$ cat config.mk
export PLATFORM = sky130hd
export DESIGN_NAME = led_blink_ctrl_flat
export DESIGN_NICKNAME = d
export VERILOG_FILES = /design/src/rtl/led_blink_ctrl_pkg.sv /design/src/rtl/led_blink_ctrl_if.sv /design/src/rtl/led_blink_ctrl_prescaler.sv /design/src/rtl/led_blink_ctrl.sv /design/src/flat_wrapper.sv
export SDC_FILE = /design/constraint.sdc
export NUM_CORES = 1
export LEC_CHECK = 0
export BUFFER_PORTS_ARGS = -buffer_cell sky130_fd_sc_hd__buf_2
export CAP_MARGIN = 30
export CORE_MARGIN = 1
export CORE_UTILIZATION = 56
export CTS_CLUSTER_SIZE = 20
export DETAILED_ROUTE_END_ITERATION = 8
export PLACE_DENSITY = 0.81
export SLEW_MARGIN = 20
export SYNTH_ARGS = -nofsm -noshare
export SYNTH_HDL_FRONTEND = slang
export SYNTH_SLANG_ARGS = --single-unit
$ cat constraint.sdc
create_clock -name clk -period 3.2 [get_ports clk]
set_input_delay 0.16 -clock clk [delete_from_list [all_inputs] [get_ports clk]]
set_output_delay 0.16 -clock clk [all_outputs]
set_load 0.005 [all_outputs]
$ cat src/rtl/led_blink_ctrl_pkg.sv
// Shared definitions for the status LED sequencer: configuration mode codes,
// FSM state encoding and default widths.
package led_ctrl_pkg;

    localparam logic [1:0] MODE_OFF   = 2'd0;
    localparam logic [1:0] MODE_ON    = 2'd1;
    localparam logic [1:0] MODE_BLINK = 2'd2;
    localparam logic [1:0] MODE_BURST = 2'd3;

    localparam int DEF_DIV_W  = 32;
    localparam int DEF_RATE_W = 5;
    localparam int DEF_CNT_W  = 8;

    typedef enum logic [1:0] {
        ST_OFF   = 2'd0,
        ST_ON    = 2'd1,
        ST_BLINK = 2'd2,
        ST_BURST = 2'd3
    } led_state_e;

endpackage

$ cat src/rtl/led_blink_ctrl_if.sv
// Configuration handshake between system control logic (master) and the
// LED sequencer (slave).
//   cfg_valid  master -> slave  configuration offered
//   cfg_ready  slave -> master  sequencer can accept a configuration
//   cfg_mode   master -> slave  OFF / ON / BLINK / BURST
//   cfg_rate   master -> slave  half-period exponent (2^rate cycles)
//   cfg_count  master -> slave  blink count for BURST
interface led_blink_ctrl_if
    import led_ctrl_pkg::*;
#(
    parameter int RATE_W = DEF_RATE_W,
    parameter int CNT_W  = DEF_CNT_W
);

    logic              cfg_valid;
    logic              cfg_ready;
    logic [1:0]        cfg_mode;
    logic [RATE_W-1:0] cfg_rate;
    logic [CNT_W-1:0]  cfg_count;

    modport master (
        output cfg_valid, cfg_mode, cfg_rate, cfg_count,
        input  cfg_ready
    );

    modport slave (
        input  cfg_valid, cfg_mode, cfg_rate, cfg_count,
        output cfg_ready
    );

endinterface

$ cat src/rtl/led_blink_ctrl_prescaler.sv
// Half-period prescaler for the LED sequencer.
//   clk   in   system clock
//   rst   in   synchronous active-high reset
//   clr   in   restart the count from 0 (new configuration accepted)
//   rate  in   half-period exponent; values >= DIV_W clamp to DIV_W-1
//   tick  out  high for the one cycle in which the count equals 2^rate - 1
module led_prescaler
    import led_ctrl_pkg::*;
#(
    parameter int DIV_W  = DEF_DIV_W,
    parameter int RATE_W = DEF_RATE_W
) (
    input  logic              clk,
    input  logic              rst,
    input  logic              clr,
    input  logic [RATE_W-1:0] rate,
    output logic              tick
);

    logic [DIV_W-1:0]  cnt_q;
    logic [DIV_W-1:0]  cnt_d;
    logic [DIV_W-1:0]  term;
    logic [RATE_W-1:0] rate_c;

    always_comb begin
        rate_c = rate;
        if (int'(rate) >= DIV_W) begin
            rate_c = RATE_W'(DIV_W - 1);
        end
    end

    // The clamp keeps the terminal count inside DIV_W bits, so the counter
    // always wraps through tick and can never roll over on its own.
    assign term = (DIV_W'(1) << rate_c) - DIV_W'(1);
    assign tick = (cnt_q == term);

    always_comb begin
        cnt_d = cnt_q + DIV_W'(1);
        if (clr || tick) begin
            cnt_d = '0;
        end
    end

    always_ff @(posedge clk) begin
        if (rst) begin
            cnt_q <= '0;
        end else begin
            cnt_q <= cnt_d;
        end
    end

endmodule

$ cat src/rtl/led_blink_ctrl.sv
// Status LED sequencer: off, on, continuous blink, or a counted burst of
// blinks ending in a one-cycle done pulse. All outputs are registered.
//   clk   in   system clock (50 MHz)
//   rst   in   synchronous active-high reset
//   cfg   slave side of the configuration handshake
//   led   out  LED drive, 1 = lit
//   busy  out  high while a burst is in progress
//   done  out  one-cycle pulse when a burst completes
//
// state    | meaning
// ---------+-------------------------------------------------------------
// ST_OFF   | LED dark, ready for configuration
// ST_ON    | LED lit steadily
// ST_BLINK | LED toggles every tick until reconfigured
// ST_BURST | LED toggles every tick, counting blinks; not ready, busy
module led_blink_ctrl
    import led_ctrl_pkg::*;
#(
    parameter int DIV_W  = DEF_DIV_W,
    parameter int RATE_W = DEF_RATE_W,
    parameter int CNT_W  = DEF_CNT_W
) (
    input  logic             clk,
    input  logic             rst,
    led_blink_ctrl_if.slave  cfg,
    output logic             led,
    output logic             busy,
    output logic             done
);

    led_state_e        state_q, state_d;
    logic              led_q, led_d;
    logic              busy_q, busy_d;
    logic              done_q, done_d;
    logic              ready_q, ready_d;
    logic              hold_q, hold_d;
    logic [CNT_W-1:0]  cnt_q, cnt_d;
    logic [RATE_W-1:0] rate_q, rate_d;
    logic              accept;
    logic              tick;

    // hold_q blocks a cfg_valid that stays high after its own acceptance
    // from being taken again; it releases once cfg_valid drops.
    assign accept = cfg.cfg_valid & ready_q & ~hold_q;

    led_prescaler #(
        .DIV_W  (DIV_W),
        .RATE_W (RATE_W)
    ) u_prescaler (
        .clk  (clk),
        .rst  (rst),
        .clr  (accept),
        .rate (rate_q),
        .tick (tick)
    );

    always_comb begin
        state_d = state_q;
        led_d   = led_q;
        done_d  = 1'b0;
        cnt_d   = cnt_q;
        rate_d  = rate_q;
        hold_d  = hold_q & cfg.cfg_valid;

        if (accept) begin
            // A tick on the accepting edge is discarded: the new phase starts here.
            hold_d = 1'b1;
            rate_d = cfg.cfg_rate;
            cnt_d  = cfg.cfg_count;
            case (cfg.cfg_mode)
                MODE_ON: begin
                    state_d = ST_ON;
                    led_d   = 1'b1;
                end
                MODE_BLINK: begin
                    state_d = ST_BLINK;
                    led_d   = 1'b1;
                end
                MODE_BURST: begin
                    if (cfg.cfg_count == '0) begin
                        state_d = ST_OFF;
                        led_d   = 1'b0;
                        done_d  = 1'b1;
                    end else begin
                        state_d = ST_BURST;
                        led_d   = 1'b1;
                    end
                end
                default: begin
                    state_d = ST_OFF;
                    led_d   = 1'b0;
                end
            endcase
        end else if (tick) begin
            case (state_q)
                ST_BLINK: begin
                    led_d = ~led_q;
                end
                ST_BURST: begin
                    // Count on the falling toggle; finish on the off-phase tick after the last one.
                    if (led_q) begin
                        led_d = 1'b0;
                        cnt_d = cnt_q - CNT_W'(1);
                    end else if (cnt_q == '0) begin
                        state_d = ST_OFF;
                        done_d  = 1'b1;
                    end else begin
                        led_d = 1'b1;
                    end
                end
                default: begin
                end
            endcase
        end

        ready_d = (state_d != ST_BURST);
        busy_d  = (state_d == ST_BURST);
    end

    always_ff @(posedge clk) begin
        if (rst) begin
            state_q <= ST_OFF;
            led_q   <= 1'b0;
            busy_q  <= 1'b0;
            done_q  <= 1'b0;
            ready_q <= 1'b1;
            hold_q  <= 1'b0;
            cnt_q   <= '0;
            rate_q  <= '0;
        end else begin
            state_q <= state_d;
            led_q   <= led_d;
            busy_q  <= busy_d;
            done_q  <= done_d;
            ready_q <= ready_d;
            hold_q  <= hold_d;
            cnt_q   <= cnt_d;
            rate_q  <= rate_d;
        end
    end

    assign cfg.cfg_ready = ready_q;
    assign led           = led_q;
    assign busy          = busy_q;
    assign done          = done_q;

endmodule

$ cat src/flat_wrapper.sv
// flat-port wrapper written by rule: the top's interface ports become plain ports
module led_blink_ctrl_flat import led_ctrl_pkg::*;
#(
    parameter int DIV_W  = DEF_DIV_W,
    parameter int RATE_W = DEF_RATE_W,
    parameter int CNT_W  = DEF_CNT_W
)
  (clk, rst, led, busy, done, cfg_cfg_valid, cfg_cfg_mode, cfg_cfg_rate, cfg_cfg_count, cfg_cfg_ready);
  led_blink_ctrl_if #(.RATE_W(RATE_W), .CNT_W(CNT_W)) cfg_i ();
  input  logic clk;
  input  logic rst;
  output logic led;
  output logic busy;
  output logic done;
  input wire logic [$bits(cfg_i.cfg_valid)-1:0] cfg_cfg_valid;
  input wire logic [$bits(cfg_i.cfg_mode)-1:0] cfg_cfg_mode;
  input wire logic [$bits(cfg_i.cfg_rate)-1:0] cfg_cfg_rate;
  input wire logic [$bits(cfg_i.cfg_count)-1:0] cfg_cfg_count;
  output wire logic [$bits(cfg_i.cfg_ready)-1:0] cfg_cfg_ready;
  assign cfg_i.cfg_valid = cfg_cfg_valid;
  assign cfg_i.cfg_mode = cfg_cfg_mode;
  assign cfg_i.cfg_rate = cfg_cfg_rate;
  assign cfg_i.cfg_count = cfg_cfg_count;
  assign cfg_cfg_ready = cfg_i.cfg_ready;
  led_blink_ctrl #(.DIV_W(DIV_W), .RATE_W(RATE_W), .CNT_W(CNT_W)) u_core (.clk(clk), .rst(rst), .cfg(cfg_i), .led(led), .busy(busy), .done(done));
endmodule
==> out/results.ini <==
[run_status]
status=finished, violations left
violations=setup timing

[place]
place_inst=614
dpl_cell_area_mm2=0.00422
dp_slack_ns=-0.0980
dp_hpwl_um=7220
io_buffer_count=21
gp_congestion=0.960

[sta]
finalWorstSetupSlack_ns=-0.173
period_share_pct=105
fmax_ghz=0.296
slew_headroom_pct=53.0
fin_crit_ns=3.37
tns_ns=-3.27
fin_skew_ns=0.0181
rsz0062_at_grt=true
hold_viol_final=0
tightest_slew_ns=0.704
slew_violations=0
finalSetupViolCount=42

[critical_path]
crit_type=reg2reg
worstSetupEndpointType=flip-flop
crit_arrival_ns=3.59
start_kind=flip-flop
required_ns=3.42
crit_fanout=7

[grt]
grt.overflow.total=0
antenna_found_initial=0
grtUsageTotal_pct=28.8
grt_pass1_wl_um=17000
grt_pass1_vias=3589
grt_max_degree=33

[floorplanning]
core_area_mm2=0.00687
num_rows=30
die_w_um=86.6
die_h_um=86.6
initial_core_util_pct=58.3
ios=22
dieArea_mm2=0.00750

[cells_and_area]
nets=568
nFillCells=535
layout.area.seq_mm2=0.00104
fin_area_mm2=0.00486
drive_above_1_share_pct=28.1
diodes=0
syn_to_final_growth_pct=21.3
final_cell_mix=dfxtp_1, nor2_1, nand2_1
instances_no_fill=641
multiInputGateArea_mm2=0.00298
layout_commonest_cell=dfxtp_1

[route]
drc=0
drt-initial-drc-count=539
wl_per_cell_um=18.1
dr.pass1.iters=6
viasPerCell=6.42
via_count=4113
antenna_left=0
wl_um=11600

[logic_synthesis]
synth_top_flop_cell=dfxtp_1
synth_cells=510
syn_nets=534
synth_seq_area_share_pct=26.0
ys_warn_count=0
netlist_area_mm2=0.00401
async_flop_share_pct=0
ys_ff_latch=52
syn-mean-instance-area_um2=7.86
ys_types=79
synth_edf_count=0

[job]
max-cap-violations=0

[clocking]
clockRootBuffer=clkbuf_8
postCtsHoldBufs=0
clk_pin_slew_ns=0.11
clk-insertion-delay-late_ns=0.33
cts_inserted_buffers=5
clkSinkCount=52
cts_buffer_depth=2
ctsHtreeMaxLevel=2
cts_tree=done

[power]
power.leakage_uw=0.00175
power.density_mw_per_mm2=363
vdd.ir_drop.worst_uv=266

[min_path]
hold_path_class=in2reg

layer usage:
| layer | part of all wire [%] | global-route usage, % | vias up |
|---|---|---|---|
| met3 | 6.6 | 4.86 | 54 |
| met1 | 42 | 38.1 | 1955 |
| met5 | 0 | 0 | - |
| met4 | 4.5 | 11.5 | 0 |
| met2 | 47 | 46.8 | 201 |
| li1 | - | - | 1903 |
repair_timing:
action                                  4_1_cts  5_1_grt
endpoints found under the setup margin       29       44
pin swaps                                    15       30
gates resized for setup                      18       56
cloned                                        2        2
setup buffers                                 3       13
synth_stat cells, drive strengths merged (4+ instances only):
cell	n	area, um^2
a21oi	16	83.8
nor4	16	151
and3	13	81.3
or3	13	81.3
xor2	16	140
nor3	18	106
nor2b	4	25.0
ha	6	75.1
a2111oi	4	61.3
a31oi	4	25.0
buf	21	181
nand4b	4	41.3
or4b	5	53.8
o31ai	4	35.0
clkbuf	18	67.6
a211oi	5	42.5
nand3	32	165
nand4	12	90.1
xnor2	28	245
mux2i	5	50.1
and4	5	43.8
inv	14	52.6
o21ai	18	90.1
nor4b	7	67.6
nand2	49	184
nor2	71	308
dfxtp	52	1040
cell type report:
class	count	area share, %
repair buffers	66	11.8
well taps	96	2.47
inverters	15	1.16
multi-input cells	404	61.3
clock buffers	6	1.49
clock inverters	2	0.335
flip-flops and latches	52	21.5
power breakdown:
| part | internal, uW | leakage [uW] | switching [uW] |
|---|---|---|---|
| Sequential | 665 | 0.000423 | 21.3 |
| Combinational | 312 | 0.00129 | 373 |
| Clock | 156 | 0.0000414 | 236 |
| Total | 1130 | 0.00175 | 630 |
registers in the layout, summed over array words and instances (netlist names), named ones only:
| name | count |
|---|---|
| u_core.u_prescaler.cnt_q | 32 |
| u_core.cnt_q | 8 |
| u_core.rate_q | 5 |
| u_core.busy | 1 |
| u_core.cfg.cfg_ready | 1 |
| u_core.done | 1 |
| u_core.hold_q | 1 |
| u_core.led | 1 |
| u_core.state_q | 1 |
critical path: stages (launching register included):
cell and delay [ns]:
dfxtp_2 0.34, nor3_4 0.24, nand3_2 0.13, ha_4 0.21, buf_12 0.14, nor4bb_1 0.30
o21ai_1 0.18, and3_4 0.23, a2111oi_4 0.39, nand3_4 0.18, buf_6 0.18, nor4_4 0.30
nor4b_1 0.08, or3_1 0.38
final timing paths:
check,cells past startpoint,slack [ns],endpoint,from
hold / removal,3,0.05,u_core.cnt_q[0],cfg_cfg_count[0]
hold reg to reg,1,0.53,u_core.u_prescaler.cnt_q[0],u_core.u_prescaler.cnt_q[0]
setup / recovery,13,-0.17,u_core.cnt_q[6],u_core.rate_q[3]
setup reg to reg,13,-0.17,u_core.cnt_q[6],u_core.rate_q[3]
metrics by stage:
stage	utilization [%]	power [uW]	hold WS [ns]
2_1_floorplan	-	1060	0.290
3_3_place_gp	61.4	1180	0.391
3_5_place_dp	61.4	1190	0.398
4_1_cts	65.1	1640	0.0620
5_1_grt	70.7	1840	0.0572
6_report	70.7	1760	0.0477
logic make-up (layout without fill, tap and decap cells):
group                    count (synthesis)  count (layout)  synth area share [%]
XOR/XNOR                                45              45                  10.2
adder cells (fa/ha/maj)                  6               6                  1.87
AND/OR/NAND/NOR                        266             266                  38.0
buffers and inverters                   54              89                  7.62
AO/OA/AOI/OAI                           80              80                  14.5
multiplexers                             7               7                  1.81
flip-flops                              52              52                  26.0
No activity file was read; power rests on OpenSTA's default activity.
